==> src/rtl/mem_arbiter.sv <==
// mem_arbiter: single-port memory arbiter shared by a video fetcher and a CPU.
// Video has priority. The CPU is forced ahead once it has lost CPU_MAX_WAIT
// consecutive cycles. The winner's access is registered onto mem_* at the
// arbitration edge, and its ack pulses in the following cycle. Read data
// returns two cycles after the ack, routed by a 2-stage tag pipeline.
// Optional feature: define MEM_ARBITER_STATS_EN to add the saturating
// stat_cpu_stall / stat_vid_grants counters.
module mem_arbiter #(
  parameter int unsigned CPU_MAX_WAIT = 4,
  parameter int unsigned ADDR_W       = 16
) (
  input  logic              clk,
  input  logic              reset_n,
  input  logic              vid_req,
  input  logic [ADDR_W-1:0] vid_addr,
  output logic              vid_ack,
  output logic [7:0]        vid_rdata,
  output logic              vid_valid,
  input  logic              cpu_req,
  input  logic              cpu_we,
  input  logic [ADDR_W-1:0] cpu_addr,
  input  logic [7:0]        cpu_wdata,
  output logic              cpu_ack,
  output logic [7:0]        cpu_rdata,
  output logic              cpu_valid,
`ifdef MEM_ARBITER_STATS_EN
  output logic [15:0]       stat_cpu_stall,
  output logic [15:0]       stat_vid_grants,
`endif
  output logic [ADDR_W-1:0] mem_addr,
  output logic              mem_we,
  output logic [7:0]        mem_wdata,
  input  logic [7:0]        mem_rdata
);

  typedef enum logic [1:0] {
    ST_IDLE = 2'b00,
    ST_VID  = 2'b01,
    ST_CPU  = 2'b10
  } state_t;

  typedef enum logic [1:0] {
    TAG_NONE = 2'b00,
    TAG_VID  = 2'b01,
    TAG_CPU  = 2'b10
  } tag_t;

  localparam logic [3:0] C_MAX_WAIT = 4'(CPU_MAX_WAIT);

  // Grant state and arbitration
  state_t            r_state;
  state_t            w_next_state;
  logic [3:0]        r_cpu_wait;
  logic [3:0]        w_cpu_wait_nxt;
  logic              w_cpu_stall;
  logic              w_vid_grant;

  // Registered memory-side and ack outputs
  logic [ADDR_W-1:0] r_mem_addr;
  logic              r_mem_we;
  logic [7:0]        r_mem_wdata;
  logic              r_vid_ack;
  logic              r_cpu_ack;

  // Read-return tag pipeline and data registers
  tag_t              w_tag0;
  tag_t              r_tag1;
  logic [7:0]        r_vid_rdata;
  logic [7:0]        r_cpu_rdata;
  logic              r_vid_valid;
  logic              r_cpu_valid;

  // Choose this cycle's winner: video first, unless the CPU has waited its limit
  always_comb begin
    w_next_state = ST_IDLE;
    if (vid_req && cpu_req) begin
      if (r_cpu_wait == C_MAX_WAIT) begin
        w_next_state = ST_CPU;
      end else begin
        w_next_state = ST_VID;
      end
    end else if (vid_req) begin
      w_next_state = ST_VID;
    end else if (cpu_req) begin
      w_next_state = ST_CPU;
    end else begin
      w_next_state = ST_IDLE;
    end
  end

  // CPU starvation counter: counts losing cycles, saturates, clears on grant or idle
  always_comb begin
    w_cpu_stall    = cpu_req && (w_next_state != ST_CPU);
    w_vid_grant    = (w_next_state == ST_VID);
    w_cpu_wait_nxt = 4'd0;
    if (w_cpu_stall) begin
      if (r_cpu_wait < C_MAX_WAIT) begin
        w_cpu_wait_nxt = r_cpu_wait + 4'd1;
      end else begin
        w_cpu_wait_nxt = C_MAX_WAIT;
      end
    end else begin
      w_cpu_wait_nxt = 4'd0;
    end
  end

  // Grant FSM: register the winner's access onto the memory port and raise its ack
  always_ff @(posedge clk or negedge reset_n) begin
    if (!reset_n) begin
      r_state     <= ST_IDLE;
      r_cpu_wait  <= 4'd0;
      r_mem_addr  <= '0;
      r_mem_we    <= 1'b0;
      r_mem_wdata <= 8'd0;
      r_vid_ack   <= 1'b0;
      r_cpu_ack   <= 1'b0;
    end else begin
      r_state    <= w_next_state;
      r_cpu_wait <= w_cpu_wait_nxt;
      case (w_next_state)
        ST_VID: begin
          r_mem_addr <= vid_addr;
          r_mem_we   <= 1'b0;
          r_vid_ack  <= 1'b1;
          r_cpu_ack  <= 1'b0;
        end
        ST_CPU: begin
          r_mem_addr  <= cpu_addr;
          r_mem_we    <= cpu_we;
          r_mem_wdata <= cpu_wdata;
          r_vid_ack   <= 1'b0;
          r_cpu_ack   <= 1'b1;
        end
        default: begin
          // Idle: no strobe, address and write data keep their last values
          r_mem_we  <= 1'b0;
          r_vid_ack <= 1'b0;
          r_cpu_ack <= 1'b0;
        end
      endcase
    end
  end

  // First tag stage is decoded from the grant now on the memory port (writes return nothing)
  always_comb begin
    w_tag0 = TAG_NONE;
    case (r_state)
      ST_VID: w_tag0 = TAG_VID;
      ST_CPU: begin
        if (r_mem_we) begin
          w_tag0 = TAG_NONE;
        end else begin
          w_tag0 = TAG_CPU;
        end
      end
      default: w_tag0 = TAG_NONE;
    endcase
  end

  // Second tag stage: steer mem_rdata into the owning requester and pulse its valid
  always_ff @(posedge clk or negedge reset_n) begin
    if (!reset_n) begin
      r_tag1      <= TAG_NONE;
      r_vid_rdata <= 8'd0;
      r_cpu_rdata <= 8'd0;
      r_vid_valid <= 1'b0;
      r_cpu_valid <= 1'b0;
    end else begin
      r_tag1      <= w_tag0;
      r_vid_valid <= 1'b0;
      r_cpu_valid <= 1'b0;
      case (r_tag1)
        TAG_VID: begin
          r_vid_rdata <= mem_rdata;
          r_vid_valid <= 1'b1;
        end
        TAG_CPU: begin
          r_cpu_rdata <= mem_rdata;
          r_cpu_valid <= 1'b1;
        end
        default: begin
          r_vid_rdata <= r_vid_rdata;
          r_cpu_rdata <= r_cpu_rdata;
        end
      endcase
    end
  end

`ifdef MEM_ARBITER_STATS_EN
  logic [15:0] r_stat_cpu_stall;
  logic [15:0] r_stat_vid_grants;

  // Saturating counters for CPU stall cycles and video grants
  always_ff @(posedge clk or negedge reset_n) begin
    if (!reset_n) begin
      r_stat_cpu_stall  <= 16'd0;
      r_stat_vid_grants <= 16'd0;
    end else begin
      if (w_cpu_stall && (r_stat_cpu_stall != 16'hFFFF)) begin
        r_stat_cpu_stall <= r_stat_cpu_stall + 16'd1;
      end else begin
        r_stat_cpu_stall <= r_stat_cpu_stall;
      end
      if (w_vid_grant && (r_stat_vid_grants != 16'hFFFF)) begin
        r_stat_vid_grants <= r_stat_vid_grants + 16'd1;
      end else begin
        r_stat_vid_grants <= r_stat_vid_grants;
      end
    end
  end

  assign stat_cpu_stall  = r_stat_cpu_stall;
  assign stat_vid_grants = r_stat_vid_grants;
`endif

  assign mem_addr  = r_mem_addr;
  assign mem_we    = r_mem_we;
  assign mem_wdata = r_mem_wdata;
  assign vid_ack   = r_vid_ack;
  assign cpu_ack   = r_cpu_ack;
  assign vid_rdata = r_vid_rdata;
  assign cpu_rdata = r_cpu_rdata;
  assign vid_valid = r_vid_valid;
  assign cpu_valid = r_cpu_valid;

endmodule
==> config.mk <==
export PLATFORM = sky130hd
export DESIGN_NAME = mem_arbiter
export DESIGN_NICKNAME = d
export VERILOG_FILES = /design/src/rtl/mem_arbiter.sv
export SDC_FILE = /design/constraint.sdc
export NUM_CORES = 1
export LEC_CHECK = 0
export CAP_MARGIN = 15
export CORE_MARGIN = 2
export CORE_UTILIZATION = 50
export DETAILED_ROUTE_END_ITERATION = 8
export DONT_BUFFER_PORTS = 1
export GPL_TIMING_DRIVEN = 0
export PLACE_DENSITY = 0.65
export SYNTH_ARGS = -nofsm -noshare
export SYNTH_HDL_FRONTEND = slang
export SYNTH_SLANG_ARGS = --single-unit
==> constraint.sdc <==
create_clock -name clk -period 2.4 [get_ports clk]
set_input_delay 0.36 -clock clk [delete_from_list [all_inputs] [get_ports clk]]
set_output_delay 0.36 -clock clk [all_outputs]
set_load 0.01 [all_outputs]
# ---- Word-level counts from Yosys, hierarchy flattened
# Index checks and enable logic that the tools add are counted.
dict set report op_classes {
  add_sub_neg 1
  order_cmp 1
  eq_ne 8
  n_mux 14
  n_reduce_logical 3
}
# op n
set op_table {}
lappend op_table {{$pmux 16 s2} 1}
lappend op_table {{$mux 2} 5}
lappend op_table {{$mux 4} 2}
lappend op_table {{$eq 2x1->1 const B} 3}
lappend op_table {{$eq 2x2->1 const B} 3}
lappend op_table {{$mux 1} 5}
lappend op_table {{$add 4x1->4 const B} 1}
lappend op_table {{$eq 4x3->1 const B} 1}
lappend op_table {{$lt 4x3->1 const B} 1}
lappend op_table {{$pmux 2 s2} 1}
lappend op_table {{$logic_and 1x1->1} 2}
lappend op_table {{$ne 2x2->1 const B} 1}
lappend op_table {{$reduce_bool 2->1} 1}
dict set report totals {
  reg_bits 53
  input_bits 53
  output_inout_bits 45
  word_cells 39
}

# ---- Depth between registers and ports, before layout
# Gate-level depths: netlist of run 1.
dict set report depth {
  depth_word 6
  mapped_depth 7
  ltp_nobuf 5
}

# ---- Least setup slack after synthesis of run 1
# No wires, ideal clock.
dict set report synth_timing {
  kind {flip-flop to flip-flop}
  start {register r_cpu_wait[0]}
  end {register r_mem_addr[10], in the netlist mem_addr[10]}
  setup_time_ps 126
  arrival_ps 1468
  t_required_ps 2274
  setup_slack_ps 806
  path_stages_with_launch 8
  n_path_buf 2
  period_less_slack_ps 1594
  cell_sequence {dfrtp_1 -> inv_1 -> ha_1 -> nand4b_2 -> and2_4 -> buf_6 -> buf_8 -> a221o_1}
}
dict set report synth_via {
  elab_chain_cells 5
  word_cells_on_any_way 7
  cone_classes {3 x eq/ne; 3 x mux; 1 x reduce/logical}
}
# item line
set synth_rtl {}
lappend synth_rtl {{start, declared} 53} ;# logic [3:0] r_cpu_wait;
lappend synth_rtl {{start signal, assigned} 119} ;# r_cpu_wait <= w_cpu_wait_nxt;
lappend synth_rtl {{$eq 4x3->1 (*)} 77} ;# if (r_cpu_wait == C_MAX_WAIT) begin
lappend synth_rtl {{$mux 2 (*)} 77}
lappend synth_rtl {{$mux 2 (*)} 76} ;# if (vid_req && cpu_req) begin
lappend synth_rtl {{named net w_next_state[0]} 52} ;# state_t w_next_state;
lappend synth_rtl {{$eq 2x2->1 or $eq 2x1->1 (tied branches)} 120} ;# case (w_next_state)
lappend synth_rtl {{$pmux 16 s2 or $reduce_bool 2->1 (tied branches)} -}
lappend synth_rtl {{end signal, assigned} 122} ;# r_mem_addr <= vid_addr;
lappend synth_rtl {{end signal, assigned} 128} ;# r_mem_addr <= cpu_addr;
lappend synth_rtl {{end, declared} 59} ;# logic [ADDR_W-1:0] r_mem_addr;
# Mark *: on every way through the listed nets, which the timed path passes. The rest lies on a longest branch.
# A chain may end at the register's enable or synchronous reset.

# ---- Worst setup path after layout of run 1
dict set report layout_timing {
  start {register r_cpu_wait[0]}
  end {register r_mem_wdata[6], in the netlist mem_wdata[6]}
}
dict set report layout_via {
  elab_chain_cells 4
}
# item line
set layout_rtl {}
lappend layout_rtl {{$eq 4x3->1} 77}
lappend layout_rtl {{$mux 2} 77}
lappend layout_rtl {{$mux 2} 76}
lappend layout_rtl {{$eq 2x2->1} 120}
lappend layout_rtl {{end signal, assigned} 130} ;# r_mem_wdata <= cpu_wdata;
lappend layout_rtl {{end, declared} 61} ;# logic [7:0] r_mem_wdata;
# Every way passes these cells.

==> results of run 1 <==
cells in the final DEF, fill, tap and decap left out:
master         netlist  final
a21oi_1              1      1
a221o_1              9      9
a221o_2              7      7
and2_1              17     17
and2_2               1      1
and2_4               1      1
buf_16               0      1
buf_2                2      2
buf_6                1      1
buf_8                1      1
clkbuf_1             3      4
clkbuf_8             0      6
conb_1               1      1
dfrtp_1             53     53
dlygate4sd3_1        0      1
ha_1                 2      2
inv_1                5      5
mux2_2              24     24
nand2_1              2      2
nand2b_1             1      1
nand4b_2             1      1
nor2_1               1      1
nor2b_1              2      2
nor3b_1              1      1
nor4_1               1      1
nor4b_1              1      1
o21ai_0              2      2
o21ai_2              1      1
power breakdown:
group	switching [W]	internal, W
logic	0.0000795	0.000117
clock network	0.000246	0.000229
registers	0.000136	0.00101
through the flow:
stage,power (W),utilization,setup WS [ps]
global route,0.00193,0.565,421
floorplan,0.00130,-,806
detailed placement,0.00135,0.534,553
global placement,0.00133,0.534,642
finish,0.00182,0.565,566
CTS,0.00186,0.565,540
metal layers:
metal	track usage	part of all wire	vias up
li1	-	-	514
met1	0.178	0.36	561
met2	0.298	0.50	70
met3	0.0839	0.12	7
met4	0.0850	0.015	0
met5	0	0	-
cell type report:
class / count / area (um^2)
Fill cell: 325 / 1740
Sequential cell: 53 / 1330
Multi-Input combinational cell: 76 / 682
Clock buffer: 7 / 86.3
Tap cell: 50 / 62.6
Buffer: 7 / 47.5
Timing Repair Buffer: 2 / 37.5
Inverter: 5 / 18.8
sequential cells by signal, indices dropped and copies added (netlist names):
| name | flops |
|---|---|
| mem_addr | 16 |
| mem_wdata | 8 |
| mem_we | 1 |
| vid_ack | 1 |
| cpu_rdata | 8 |
| vid_valid | 1 |
| r_tag1 | 2 |
| vid_rdata | 8 |
| r_cpu_wait | 4 |
| r_state | 2 |
| cpu_valid | 1 |
| cpu_ack | 1 |
worst max-delay path: cells and delay by family, from the launching register on:
kind	cells	cell delay (ps)
flops	1	410
buf+inv	2	380
mux	1	360
compound gates	1	220
fa+ha+maj	1	180
simple gates	1	160
cell usage after synthesis:
library cell	n
dfrtp_1	53
mux2_2	24
and2_1	17
a221o_1	9
a221o_2	7
inv_1	5
clkbuf_1	3
buf_2	2
ha_1	2
nand2_1	2
nor2b_1	2
o21ai_0	2
a21oi_1	1
and2_2	1
and2_4	1
buf_6	1
buf_8	1
conb_1	1
nand2b_1	1
nand4b_2	1
nor2_1	1
nor3b_1	1
nor4_1	1
nor4b_1	1
o21ai_2	1
worst max path at each step:
| stage | start | endpoint | slack [ps] | depth (start not counted) |
|---|---|---|---|---|
| finish | r_cpu_wait[0] | mem_wdata[6] | 570 | 6 |
| floorplan | r_cpu_wait[0] | mem_addr[10] | 810 | 7 |
| CTS | r_cpu_wait[0] | mem_wdata[6] | 540 | 6 |
| global route | r_cpu_wait[0] | mem_wdata[6] | 420 | 6 |
| global placement | r_cpu_wait[0] | mem_wdata[6] | 640 | 6 |
| detailed placement | r_cpu_wait[0] | mem_wdata[6] | 550 | 6 |
cell families after synthesis:
group | after synthesis | share of synthesized area
other | 1 | 0.00181
DFF | 53 | 0.639
and+or+nand+nor | 29 | 0.0917
AOI/OAI and AO/OA | 20 | 0.0929
muxes | 24 | 0.130
adders and majority gates | 2 | 0.0121
buffers and inverters | 12 | 0.0320
==> results.md, run 1 <==
- RSZ-0062 raised after global routing: false
- First-pass GRT wire length: 5.78 mm
- CP Capture Type: flip-flop
- Max Root-Sink Buffers: 2
- Share of cells above drive strength 1: 0.307
- Total number of vias: 1152
- Reg-to-reg endpoint: mem_wdata[6]
- Vias in the first global route: 1257
- Worst reg2reg path depth: 6
- Worst Hold Margin: 160 ps
- Global-route usage over all layers: 0.175
- Largest stage delay, worst path: 410 ps
- Setup bufs post-CTS: 0
- Worst hold endpoint: cpu_ack
- Peak supply drop: 0.465 mV
- Crit path cell chain: inv_1 -> ha_1 -> nand4b_2 -> o21ai_2 -> buf_2 -> mux2_2
- CTS Sinks: 53
- DRT Wirelength: 3.88 mm
- Top cell type's share of synthesized area: 0.639
- I/O Buffers: 0
- Hold bufs inserted after CTS: 2
- Post-route non-filler standard cell count: 200
- Grt ovf: 0
- Starting Density: 0.519
- Pin count of the biggest net entering global routing: 54
- CTS buffer count: 5
- GPL Wtd Cong: 0.687
- Worst Hold Launch: vid_req
- Synth area leaders: dfrtp_1 64%, mux2_2 13%, and2_1 5.1%
- R2R Setup Slk: 570 ps
- Mapped Nets: 196
- Post-CTS Resized: 0
- Core box area: 0.00400 mm^2
- Syn-to-layout area delta: 8.99%
- Fin nets: 205
- Syn Area/Cell: 14.7 um^2
- Root buffer cell: clkbuf_8
- Vias per cell: 5.76
- Max cap viols: 0
- Status: finished, final reports clean
- Clock Latency Late Sink: 290 ps
- Cell Pwr Density: 806 mW/mm^2
- Yosys Warn Count: 0
- Die W: 68.4 um
- DP Wirelength: 2.86 mm
- Die Ht: 68.4 um
- TritonCTS clock tree: built
- WL per Instance: 19.4 um
- Yosys top cell by area: dfrtp_1
- Initial antenna violation count: 0
- Routed Antenna Nets: 0
- Setup violators final: 0
- Pre-antenna DRT Iters: 4
- #FFs+latches synth: 53
- CP Max Fanout: 10
- DP Cell Count: 191
- Hold Path Cell Cnt: 1
- Setup TNS: 0 ps
- Slew Limit Fails: 0
- Setup Skew: 5.04 ps
- Worst path arrival time: 2010 ps
- Cell count after synthesis: 141
- Final worst path period share: 0.764
- DIE AREA: 0.00468 mm^2
- ANT cells: 0
- Ports: 98
- Data required time of the worst path: 2580 ps
- Post-layout instance area: 0.00226 mm^2
- Peak Freq: 545 MHz
- Residual DRC: 0
- Clock transition at path regs: 80 ps
- Yosys cell types: 25
- Seq/Total Area, Yosys: 0.639
- Drt initial violations: 73
- Post-route minimum period: 1830 ps
- Startpoint Class: flip-flop
- Final Hold Viols: 0
- Core Rows: 23
- H-tree depth: 2
- Synth Cell Area: 0.00207 mm^2
- Lkg Pwr: 1.00 nW
- Critical path type: reg2reg
- Placed Instance Area: 0.00214 mm^2
- Reg-to-Reg Start: r_cpu_wait[0]
- Worst path slowest cell: dfrtp_1
- Min-delay worst type: in2reg
Note: power is estimated with default switching activity, not from simulation.
==> inputs of run 2 (changes only) <==
--- a/config.mk
+++ b/config.mk
@@ -5,6 +5,7 @@
 export SDC_FILE = /design/constraint.sdc
 export NUM_CORES = 1
 export LEC_CHECK = 0
+export ABC_AREA = 1
 export CAP_MARGIN = 15
 export CORE_MARGIN = 2
 export CORE_UTILIZATION = 50
==> constraint.sdc (replaced) <==
create_clock -name clk -period 1.7 [get_ports clk]
set_input_delay 0.255 -clock clk [delete_from_list [all_inputs] [get_ports clk]]
set_output_delay 0.255 -clock clk [all_outputs]
set_load 0.01 [all_outputs]
==> run 2 against run 1 <==
Clock power rose by 53%. Maximum frequency is 34% higher. Critical path depth up 2. First-iteration DRC count grew 37%. Via count grew 33%. Sequential share of layout area shrank 3.3 points. Highest routed layer unchanged. Core utilization down 0.78 points. Critical path type unchanged. Largest cell class unchanged. Worst setup slack worse by 230 ps. Cell area is 5.9% higher.
==> results.md, run 2 <==
- Cell count after synthesis: 236 (+67%)
- Final worst path period share: 0.804 (+0.0402)
- CP Capture Type: flip-flop
- Mapped Nets: 291 (+48%)
- Most common cell after layout, fill and taps aside: nand2_1
- TritonCTS clock tree: built
- Max Root-Sink Buffers: 2 (unchanged)
- Worst path arrival time: 1580 ps (-430 ps)
- Seq/Total Area, Yosys: 0.604 (-0.0357)
- Global-route usage over all layers: 0.189 (+0.0146)
- Routed Antenna Nets: 0 (unchanged)
- Pre-antenna DRT Iters: 3 (-1)
- Initial antenna violation count: 0 (unchanged)
- RSZ-0062 raised after global routing: false
- CP Max Fanout: 10 (unchanged)
- Starting Density: 0.512 (-0.00696)
- Setup Skew: 7.95 ps (+2.92 ps)
- Int Power: 0.00187 W (+38%)
- Root buffer cell: clkbuf_8
- CTS Sinks: 53 (unchanged)
- Worst reg2reg path depth: 8 (+2)
- Post-route minimum period: 1370 ps (-466 ps)
- Sequential power share: 0.608 (-0.023)
- Min-delay worst type: in2reg
- DP Cell Count: 288 (+51%)
- Clock transition at path regs: 100 ps (+20 ps)
- Most frequent cells in the layout: 79 x nand2_1, 53 x dfrtp_1, 32 x nand3_1
- Status: finished, final reports clean
- Post-synth EDFFs: 0 (unchanged)
- Data required time of the worst path: 1920 ps (-660 ps)
- Cell Pwr Density: 1130 mW/mm^2 (+40%)
- Total number of vias: 1527 (+33%)
- Final Hold Viols: 0 (unchanged)
- GPL Wtd Cong: 0.806 (+17%)
- #FFs+latches synth: 53 (unchanged)
- Worst hold endpoint: mem_we
- Yosys Warn Count: 0 (unchanged)
- Yosys cell types: 19 (-24%)
- Critical path type: reg2reg
- Setup TNS: 0 ps (unchanged)
- DRT Wirelength: 4.37 mm (+12%)
- Syn Area/Cell: 9.31 um^2 (-37%)
- Die W: 70.3 um (+2.7%)
- Slew Limit Fails: 0 (unchanged)
- DP Wirelength: 3.10 mm (+8.4%)
- Reg-to-Reg Start: r_cpu_wait[0]
- Yosys top cell by area: dfrtp_1
- Synth Cell Area: 0.00220 mm^2 (+5.9%)
- Setup bufs post-CTS: 0 (unchanged)
- Max FFs per register: 16 (unchanged)
- Sw Ratio: 0.308 (+0.0548)
- Ports: 98 (unchanged)
- Comb power frac: 0.123 (+0.015)
- Worst Hold Launch: cpu_we
- Hold Path Cell Cnt: 2 (+1)
- Top post-synthesis cells by count: 79 x nand2_1, 53 x dfrtp_1, 32 x nand3_1, 23 x inv_1, 12 x nor2_1
- CTS buffer count: 5 (unchanged)
- Most common cell in the netlist: nand2_1
- Reg-to-reg endpoint: mem_wdata[0]
- Residual DRC: 0 (unchanged)
- Clock Latency Late Sink: 310 ps (+20 ps)
- Drt initial violations: 100 (+37%)
- WL per Instance: 14.6 um (-25%)
- Lkg Pwr: 1.25 nW (+24%)
- Core Rows: 24 (+4.3%)
- Startpoint Class: flip-flop
- Synth Flop Type: dfrtp_1
- Setup Slack @ Placement: 335 ps (-219 ps)
- Die Ht: 70.3 um (+2.7%)
- Vias per cell: 5.12 (-11%)
- DIE AREA: 0.00494 mm^2 (+5.6%)
- R2R Setup Slk: 330 ps (-230 ps)
- Core box area: 0.00429 mm^2 (+7.4%)
- Ys async rst share: 1.00 (unchanged)
- Post-route non-filler standard cell count: 298 (+49%)
- Fin nets: 300 (+46%)
- First-pass GRT wire length: 7.34 mm (+27%)
- Peak supply drop: 0.632 mV (+36%)
- I/O Buffers: 0 (unchanged)
- Syn-to-layout area delta: 8.94% (about the same)
- Finished Core Util: 0.557 (-0.00782)
- Final setup margin: 333 ps (-234 ps)
- Max cap viols: 0 (unchanged)
- ANT cells: 0 (unchanged)
- Clock power share: 0.269 (+0.008)
- Peak Freq: 731 MHz (+34%)
- Multi-input gate area: 697 um^2 (+2.2%)
- H-tree depth: 2 (unchanged)
- Register area: 0.00133 mm^2 (unchanged)
- Vias in the first global route: 1543 (+23%)
- Grt ovf: 0 (unchanged)
- Fill cells: 393 (+21%)
- Worst Hold Margin: 32.3 ps (-128 ps)
- Synth area leaders: dfrtp_1 60%, nand2_1 13%, nand3_1 7.3%
- Pin count of the biggest net entering global routing: 54 (unchanged)
- Sw power: 0.000834 W (+81%)
- Top cell type's share of synthesized area: 0.604 (-0.0357)
- Setup violators final: 0 (unchanged)
- Share of cells above drive strength 1: 0.134 (-0.173)
-- run 2: cell types whose count changed after synthesis, moves of 6 or more --
cell	delta
inv_1	+18
a221o_1	-9
a221o_2	-7
o21ai_0	+6
mux2_2	-24
nand2_1	+77
and2_1	-17
nand3_1	+32
o21ai_2	+7
nor2_1	+11
-- run 2: stage by stage --
step,power [W],instance area [um^2]
5_1_grt,0.00285,2390
6_report,0.00271,2390
2_1_floorplan,0.00189,2200
3_3_place_gp,0.00196,2260
4_1_cts,0.00274,2390
3_5_place_dp,0.00198,2260
-- run 2: power groups by stage --
stage	sequential [W]	combinational (W)	clock [W]
global placement	0.00167	0.000294	0
detailed placement	0.00167	0.000309	0
global route	0.00167	0.000394	0.000791
CTS	0.00165	0.000344	0.000745
finish	0.00164	0.000333	0.000728
floorplan	0.00164	0.000254	0
-- run 2: how the worst max path moves through the flow --
stage / startpoint / cells past startpoint / endpoint / slack, ps
final: r_cpu_wait[0] / 8 / mem_wdata[0] / 330
after global routing: r_cpu_wait[0] / 8 / mem_addr[9] / 210
after CTS: r_cpu_wait[0] / 8 / mem_wdata[0] / 320
after detailed placement: r_cpu_wait[0] / 8 / mem_wdata[0] / 330
after global placement: r_cpu_wait[0] / 8 / mem_wdata[0] / 370
after floorplan: r_cpu_wait[0] / 8 / mem_wdata[0] / 490
-- run 2: cells by family (layout without fill, tap and decap cells) --
kind of cell | after synthesis | after routing | share of synthesized area
and+or+nand+nor | 130 | 130 | 0.254
DFF | 53 | 53 | 0.604
buffers and inverters | 34 | 44 | 0.0791
AOI/OAI and AO/OA | 16 | 16 | 0.0501
adders and majority gates | 2 | 2 | 0.0114
other | 1 | 1 | 0.00171
-- run 2: worst max-delay path, stage by stage (launching register included) --
cell and delay [ps]:
dfrtp_1 400, inv_1 80, ha_1 160, nand3_2 90, nand2_4 140, nand2_4 120
buf_6 160, nand2_1 60, nand2_1 50
-- run 2: final cells by class --
type                    count  share of cell area
plain buffers              10              0.0345
clock buffers               5              0.0288
clock inverters             3              0.0105
inverters                  24              0.0382
multi-input cells         149               0.291
flip-flops and latches     53               0.554
well taps                  52              0.0272
repair buffers              2              0.0157
-- run 2: metal layers --
layer	vias to the layer above	share of wire	track usage
li1	749	-	-
met1	712	0.42	0.235
met2	61	0.49	0.305
met3	5	0.078	0.0736
met4	0	0.012	0.0598
met5	-	0	0
-- run 2: what timing repair did --
item                       CTS  global route
setup endpoints to repair    0             0
resized for setup            0             0
hold buffers                 2             0
hold endpoints to repair    53             0
